===== config.mk =====
export PLATFORM = sky130hd
export DESIGN_NAME = tt_alu_seq_flat
export DESIGN_NICKNAME = d
export VERILOG_FILES = /design/src/rtl/tt_alu_seq_if.sv /design/src/rtl/tt_alu_seq.sv /design/src/flat_wrapper.sv
export SDC_FILE = /design/constraint.sdc
export NUM_CORES = 1
export LEC_CHECK = 0
export BUFFER_PORTS_ARGS = -buffer_cell sky130_fd_sc_hd__buf_2
export CAP_MARGIN = 20
export CORE_MARGIN = 2
export CORE_UTILIZATION = 55
export DETAILED_ROUTE_END_ITERATION = 12
export PLACE_DENSITY = 0.77
export SYNTH_ARGS = -nofsm -noshare
export SYNTH_HDL_FRONTEND = slang
export SYNTH_SLANG_ARGS = --single-unit

===== constraint.sdc =====
create_clock -name clk -period 3.25 [get_ports clk]
set_clock_uncertainty 0.2 [all_clocks]
set_input_delay 0.4875 -clock clk [delete_from_list [all_inputs] [get_ports clk]]
set_output_delay 0.4875 -clock clk [all_outputs]
set_load 0.01 [all_outputs]

===== src/rtl/tt_alu_seq_if.sv =====
// Operation/result bundle for tt_alu_seq: an operation side (in_*) and a result side (out_*).
// Both sides transfer on a cycle where valid && ready are high; the producer holds its payload until then.
interface tt_alu_seq_if #(
   parameter int W = 4
);
   logic           in_valid;
   logic           in_ready;
   logic [W-1:0]   in_a;
   logic [W-1:0]   in_b;
   logic [2:0]     in_op;
   logic           out_valid;
   logic           out_ready;
   logic [2*W-1:0] out_result;
   logic           out_zero;
   logic           out_borrow;
   logic           out_err;

   modport master (
      output in_valid, in_a, in_b, in_op, out_ready,
      input  in_ready, out_valid, out_result, out_zero, out_borrow, out_err
   );

   modport slave (
      input  in_valid, in_a, in_b, in_op, out_ready,
      output in_ready, out_valid, out_result, out_zero, out_borrow, out_err
   );
endinterface


===== src/rtl/tt_alu_seq.sv =====
// Multi-cycle ALU: single-cycle add/sub/logic, iterative shift-add multiply and restoring divide.
// One operation in flight; result and flags are registered and held in DONE until taken.
module tt_alu_seq #(
   parameter int W = 4
) (
   input  logic        clk,
   input  logic        rst_n,
   tt_alu_seq_if.slave bus,
   output logic [1:0]  state_o
);
   localparam int CW = $clog2(W);

   localparam logic [2:0] OP_ADD = 3'b000;
   localparam logic [2:0] OP_SUB = 3'b001;
   localparam logic [2:0] OP_MUL = 3'b010;
   localparam logic [2:0] OP_DIV = 3'b011;
   localparam logic [2:0] OP_AND = 3'b100;
   localparam logic [2:0] OP_OR  = 3'b101;
   localparam logic [2:0] OP_XOR = 3'b110;

   typedef enum logic [1:0] {
      S_IDLE = 2'd0,
      S_BUSY = 2'd1,
      S_DONE = 2'd2
   } state_t;

   state_t         state_q, state_d;
   logic [CW-1:0]  cnt_q, cnt_d;
   logic [2*W-1:0] work_q, work_d;
   logic [W-1:0]   b_q, b_d;
   logic           div_q, div_d;
   logic [2*W-1:0] res_q, res_d;
   logic           zero_q, zero_d;
   logic           borrow_q, borrow_d;
   logic           err_q, err_d;

   logic [2*W-1:0] imm_res;
   logic           imm_borrow;
   logic           imm_err;
   logic [W:0]     mul_sum;
   logic [2*W-1:0] mul_next;
   logic [W:0]     div_shift;
   logic           div_ge;
   logic [W-1:0]   div_rem;
   logic [2*W-1:0] div_next;
   logic [2*W-1:0] step_next;

   // Ops that finish in the accept cycle; mul only lands here with B=0.
   always_comb begin
      imm_res    = '0;
      imm_borrow = 1'b0;
      imm_err    = 1'b0;
      case (bus.in_op)
         OP_ADD: imm_res = {{(W-1){1'b0}}, {1'b0, bus.in_a} + {1'b0, bus.in_b}};
         OP_SUB: begin
            imm_res    = {{W{1'b0}}, bus.in_a} - {{W{1'b0}}, bus.in_b};
            imm_borrow = (bus.in_a < bus.in_b);
         end
         OP_MUL: imm_res = '0;
         OP_DIV: begin
            imm_res = '1;
            imm_err = 1'b1;
         end
         OP_AND:  imm_res = {{W{1'b0}}, bus.in_a & bus.in_b};
         OP_OR:   imm_res = {{W{1'b0}}, bus.in_a | bus.in_b};
         OP_XOR:  imm_res = {{W{1'b0}}, bus.in_a ^ bus.in_b};
         default: imm_err = 1'b1;
      endcase
   end

   // work_q is {high, low}: mul keeps {partial product, remaining multiplier},
   // div keeps {partial remainder, dividend shifting into quotient}.
   always_comb begin
      mul_sum   = {1'b0, work_q[2*W-1:W]} + (work_q[0] ? {1'b0, b_q} : '0);
      mul_next  = {mul_sum, work_q[W-1:1]};
      div_shift = {work_q[2*W-1:W], work_q[W-1]};
      div_ge    = (div_shift >= {1'b0, b_q});
      div_rem   = div_ge ? W'(div_shift - {1'b0, b_q}) : div_shift[W-1:0];
      div_next  = {div_rem, work_q[W-2:0], div_ge};
      step_next = div_q ? div_next : mul_next;
   end

   always_comb begin
      state_d  = state_q;
      cnt_d    = cnt_q;
      work_d   = work_q;
      b_d      = b_q;
      div_d    = div_q;
      res_d    = res_q;
      zero_d   = zero_q;
      borrow_d = borrow_q;
      err_d    = err_q;
      case (state_q)
         S_IDLE: begin
            if (bus.in_valid) begin
               if ((bus.in_op == OP_MUL || bus.in_op == OP_DIV) && bus.in_b != '0) begin
                  state_d = S_BUSY;
                  cnt_d   = '0;
                  work_d  = {{W{1'b0}}, bus.in_a};
                  b_d     = bus.in_b;
                  div_d   = (bus.in_op == OP_DIV);
               end else begin
                  state_d  = S_DONE;
                  res_d    = imm_res;
                  zero_d   = (imm_res == '0);
                  borrow_d = imm_borrow;
                  err_d    = imm_err;
               end
            end
         end
         S_BUSY: begin
            work_d = step_next;
            if (cnt_q == CW'(W-1)) begin
               state_d  = S_DONE;
               res_d    = step_next;
               zero_d   = (step_next == '0);
               borrow_d = 1'b0;
               err_d    = 1'b0;
            end else begin
               cnt_d = cnt_q + 1'b1;
            end
         end
         S_DONE: begin
            if (bus.out_ready) state_d = S_IDLE;
         end
         default: state_d = S_IDLE;
      endcase
   end

   always_ff @(posedge clk or negedge rst_n) begin
      if (!rst_n) begin
         state_q  <= S_IDLE;
         cnt_q    <= '0;
         work_q   <= '0;
         b_q      <= '0;
         div_q    <= 1'b0;
         res_q    <= '0;
         zero_q   <= 1'b0;
         borrow_q <= 1'b0;
         err_q    <= 1'b0;
      end else begin
         state_q  <= state_d;
         cnt_q    <= cnt_d;
         work_q   <= work_d;
         b_q      <= b_d;
         div_q    <= div_d;
         res_q    <= res_d;
         zero_q   <= zero_d;
         borrow_q <= borrow_d;
         err_q    <= err_d;
      end
   end

   assign bus.in_ready   = (state_q == S_IDLE);
   assign bus.out_valid  = (state_q == S_DONE);
   assign bus.out_result = res_q;
   assign bus.out_zero   = zero_q;
   assign bus.out_borrow = borrow_q;
   assign bus.out_err    = err_q;
   assign state_o        = state_q;
endmodule


===== src/flat_wrapper.sv =====
// flat-port wrapper written by rule: the top's interface ports become plain ports
module tt_alu_seq_flat 
#(
   parameter int W = 4
)
  (clk, rst_n, state_o, bus_in_valid, bus_in_a, bus_in_b, bus_in_op, bus_out_ready, bus_in_ready, bus_out_valid, bus_out_result, bus_out_zero, bus_out_borrow, bus_out_err);
  tt_alu_seq_if #(.W(W)) bus_i ();
  input  logic clk;
  input  logic rst_n;
  output logic [1:0] state_o;
  input wire logic [$bits(bus_i.in_valid)-1:0] bus_in_valid;
  input wire logic [$bits(bus_i.in_a)-1:0] bus_in_a;
  input wire logic [$bits(bus_i.in_b)-1:0] bus_in_b;
  input wire logic [$bits(bus_i.in_op)-1:0] bus_in_op;
  input wire logic [$bits(bus_i.out_ready)-1:0] bus_out_ready;
  output wire logic [$bits(bus_i.in_ready)-1:0] bus_in_ready;
  output wire logic [$bits(bus_i.out_valid)-1:0] bus_out_valid;
  output wire logic [$bits(bus_i.out_result)-1:0] bus_out_result;
  output wire logic [$bits(bus_i.out_zero)-1:0] bus_out_zero;
  output wire logic [$bits(bus_i.out_borrow)-1:0] bus_out_borrow;
  output wire logic [$bits(bus_i.out_err)-1:0] bus_out_err;
  assign bus_i.in_valid = bus_in_valid;
  assign bus_i.in_a = bus_in_a;
  assign bus_i.in_b = bus_in_b;
  assign bus_i.in_op = bus_in_op;
  assign bus_i.out_ready = bus_out_ready;
  assign bus_in_ready = bus_i.in_ready;
  assign bus_out_valid = bus_i.out_valid;
  assign bus_out_result = bus_i.out_result;
  assign bus_out_zero = bus_i.out_zero;
  assign bus_out_borrow = bus_i.out_borrow;
  assign bus_out_err = bus_i.out_err;
  tt_alu_seq #(.W(W)) u_core (.clk(clk), .rst_n(rst_n), .bus(bus_i), .state_o(state_o));
endmodule

==> out/metrics.yaml <==
postRouteWirelength_um: 5090
cp.required_ns: 3.27
hold_viol_final: 0
ios: 30
drive_above_1_share: 0.168
num_vias: 1922
max_clk_rate_mhz: 397
postSynth.asyncResetShare: 1.00
yosysUniqueCellTypes: 52
power_per_cell_area_nw_per_um2: 820
numCtsBuffers: 3
routabilityCongestion: 0.878
worstSkewPairLatency_ns: 0.28
detail_route.vias_per_cell: 5.82
clkSinkCount: 28
synth_ff_type: "sky130_fd_sc_hd__dfrtp_1"
post_cts_resized: 0
fin_total_pwr_mw: 2.03
internal_power_mw: 1.13
cts_root_buffer: "sky130_fd_sc_hd__clkbuf_8"
antenna_cells: 0
worst_setup_path_start_kind: "flip-flop"
route.detailed.wl_per_inst_um: 15.4
share_seq_of_total_power: 0.325
tightest_slew_ns: 0.641
final_cell_mix: "sky130_fd_sc_hd__nand2_1 (30), sky130_fd_sc_hd__buf_2 (29), sky130_fd_sc_hd__dfrtp_1 (28), sky130_fd_sc_hd__nor2_1 (26), sky130_fd_sc_hd__ha_1 (21)"
die_area_sq_um: 4580
grt_setup_unrepaired: "no"
cp_data_arrival_time_ns: 2.54
io_buffers: 29
overall_die_width_um: 67.7
synth.cell_area_sq_um: 2230
setup_viol_count_final: 0
finalSetupTns_ns: 0
detailedRoute.firstIterationViolations: 130
tritoncts: "done"
grt_max_degree: 29
first_global_vias: 1798
max-slew-margin-rel: 0.573
clock_tree.htree_level_count: 1
critPathKind: "reg2reg"
netSwitchingPower_mw: 0.906
layout.cells.most_common: "sky130_fd_sc_hd__nand2_1"
layout.nets: 321
dp_hpwl_um: 4010
layout_min_cycle_time_ns: 2.52
overall_die_height_um: 67.7
vdd_drop_max_mv: 0.306
number_of_setup_buffers_added_after_cts: 0
total_leakage_power_nw: 1.23
cts_hold_repair.buffers: 0
grt_util_all_layers: 0.247
design.core.area_sq_um: 3940
timing.hold.worst.class: "in2async"
grt_overflow: 0
synth_largest_area_cell: "sky130_fd_sc_hd__dfrtp_1"
cts.clk_slew.worst_paths_ns: 0.10
total_nets_after_synthesis: 295
timing.critical_path.fanout_max: 7
clock_path_buffers: 2
synth_enable_flop_cells: 0
outcome: "finished, final reports clean"
synth_cells: 255
start_util: 0.566
combinationalPowerShare: 0.537
firstDrtPassIters: 4
drt_drc_violations_left: 0
drv_slew: 0
critical_path.endpoint_type: "flip-flop"
grt_antenna_before_repair: 0
global_route_wire_length_before_repair_um: 8540
drtAntennaViolNets: 0
synthDominantCellAreaShare: 0.314
synth_sequential_area_ratio: 0.314
rows: 23
power.share.switching: 0.446
cap_violations: 0
yosys_warnings: 0
areaGrowthSynthToFinish_pct: 11.1
netlist_top_cells_area: "sky130_fd_sc_hd__dfrtp_1 (31%), sky130_fd_sc_hd__ha_1 (12%), sky130_fd_sc_hd__nand2_1 (5.1%)"
share_clk_of_total_power: 0.137
postSynthRegisterBits: 28
share_of_the_clock_period_used_by_the_worst_path: 0.776
synth.avg_cell_area_sq_um: 8.74
cell type report:
cell class / instances / area [sq um]
Timing Repair Buffer: 31 / 160
Sequential cell: 28 / 701
Clock buffer: 3 / 41.3
Clock inverter: 1 / 30.0
Fill cell: 352 / 1470
Multi-Input combinational cell: 199 / 1410
Tap cell: 50 / 62.6
Inverter: 18 / 67.6
final timing paths:
| path | start | end | slack (ns) | cells after the start |
|---|---|---|---|---|
| min reg2reg | u_core.bus.out_result[0]$_DFFE_PN0P_ | u_core.bus.out_result[0]$_DFFE_PN0P_ | 0.28 | 2 |
| min in group clk | bus_out_ready | u_core.state_o[1]$_DFFE_PN0P_ | 0.19 | 2 |
| max reg2reg | u_core.work_q[0]$_DFFE_PN0P_ | u_core.bus.out_zero$_DFFE_PN0P_ | 0.73 | 9 |
| max in group asynchronous | rst_n | u_core.state_o[1]$_DFFE_PN0P_ | 2.42 | 1 |
| min | rst_n | u_core.b_q[3]$_DFFE_PN0P_ | 0.02 | 1 |
| max | u_core.work_q[0]$_DFFE_PN0P_ | u_core.bus.out_zero$_DFFE_PN0P_ | 0.73 | 9 |
per-stage QoR:
| step | setup WS, ns | util | instance area [sq um] | hold WS [ns] | instances |
|---|---|---|---|---|---|
| 2_1_floorplan | 0.888 | - | 2230 | -0.00809 | 255 |
| 3_3_place_gp | 0.668 | 0.610 | 2400 | 0.252 | 326 |
| 3_5_place_dp | 0.576 | 0.610 | 2400 | 0.255 | 326 |
| 4_1_cts | 0.745 | 0.628 | 2480 | 0.0373 | 330 |
| 5_1_grt | 0.621 | 0.628 | 2480 | 0.0633 | 330 |
| 6_report | 0.730 | 0.628 | 2480 | 0.0183 | 330 |
power by group through the flow:
stage / registers (mW) / logic [mW] / clock network, mW
6_report: 0.661 / 1.09 / 0.278
5_1_grt: 0.683 / 1.25 / 0.299
4_1_cts: 0.657 / 1.09 / 0.282
3_5_place_dp: 0.665 / 1.08 / 0
3_3_place_gp: 0.657 / 1.06 / 0
2_1_floorplan: 0.633 / 0.796 / 0
worst max-delay path, stage by stage, from the launching register on:
cell	delay, ns
sky130_fd_sc_hd__dfrtp_1	0.48
sky130_fd_sc_hd__and2_1	0.18
sky130_fd_sc_hd__ha_1	0.22
sky130_fd_sc_hd__fa_1	0.40
sky130_fd_sc_hd__a21o_1	0.17
sky130_fd_sc_hd__a21oi_1	0.14
sky130_fd_sc_hd__nor2_1	0.05
sky130_fd_sc_hd__a31o_2	0.25
sky130_fd_sc_hd__nor4_1	0.22
sky130_fd_sc_hd__a31o_1	0.17
kinds of logic after synthesis:
group / share of synthesized area
buffers and inverters: 0.0516
AOI/OAI and AO/OA: 0.212
muxes: 0.0589
and+or+nand+nor: 0.190
adders and majority gates: 0.154
xor gates and xnor gates: 0.0196
DFF: 0.314
per-layer routing:
metal,wire [um],vias to the layer above,GRT usage
met3,144,10,0.0383
met1,2410,913,0.334
met5,0,-,0
met2,2440,43,0.400
li1,-,956,-
met4,89,0,0.0867
registers in the layout, indices dropped and copies added (netlist names):
| name | cells |
|---|---|
| u_core.b_q | 4 |
| u_core.bus.out_borrow | 1 |
| u_core.bus.out_err | 1 |
| u_core.bus.out_result | 8 |
| u_core.bus.out_zero | 1 |
| u_core.cnt_q | 2 |
| u_core.div_q | 1 |
| u_core.state_o | 2 |
| u_core.work_q | 8 |
synth_stat cells, types with 2 or more instances:
master                     count
sky130_fd_sc_hd__or2_1         3
sky130_fd_sc_hd__mux2_2        4
sky130_fd_sc_hd__nor4_1        2
sky130_fd_sc_hd__nand2b_1      4
sky130_fd_sc_hd__and2_1        4
sky130_fd_sc_hd__xnor2_1       2
sky130_fd_sc_hd__nand4_1       2
sky130_fd_sc_hd__o21a_1        3
sky130_fd_sc_hd__o31ai_1       3
sky130_fd_sc_hd__inv_1        17
sky130_fd_sc_hd__a221o_1       4
sky130_fd_sc_hd__mux2_1        3
sky130_fd_sc_hd__and3_1        2
sky130_fd_sc_hd__a311oi_1      2
sky130_fd_sc_hd__clkbuf_1      4
sky130_fd_sc_hd__a21oi_1      17
sky130_fd_sc_hd__a21o_1        2
sky130_fd_sc_hd__a31o_2        2
sky130_fd_sc_hd__nand3_1       4
sky130_fd_sc_hd__o21bai_1      2
sky130_fd_sc_hd__o21ai_1       9
sky130_fd_sc_hd__nand2_1      30
sky130_fd_sc_hd__dfrtp_1      28
sky130_fd_sc_hd__nor2b_1       4
sky130_fd_sc_hd__nor3_1        3
sky130_fd_sc_hd__buf_2         5
sky130_fd_sc_hd__mux2i_1       3
sky130_fd_sc_hd__ha_1         21
sky130_fd_sc_hd__fa_1          4
sky130_fd_sc_hd__nor2_1       26
sky130_fd_sc_hd__xor2_1        3
sky130_fd_sc_hd__a211oi_1      4
sky130_fd_sc_hd__o21ai_0      10
Power figures use the tool's default switching activity.
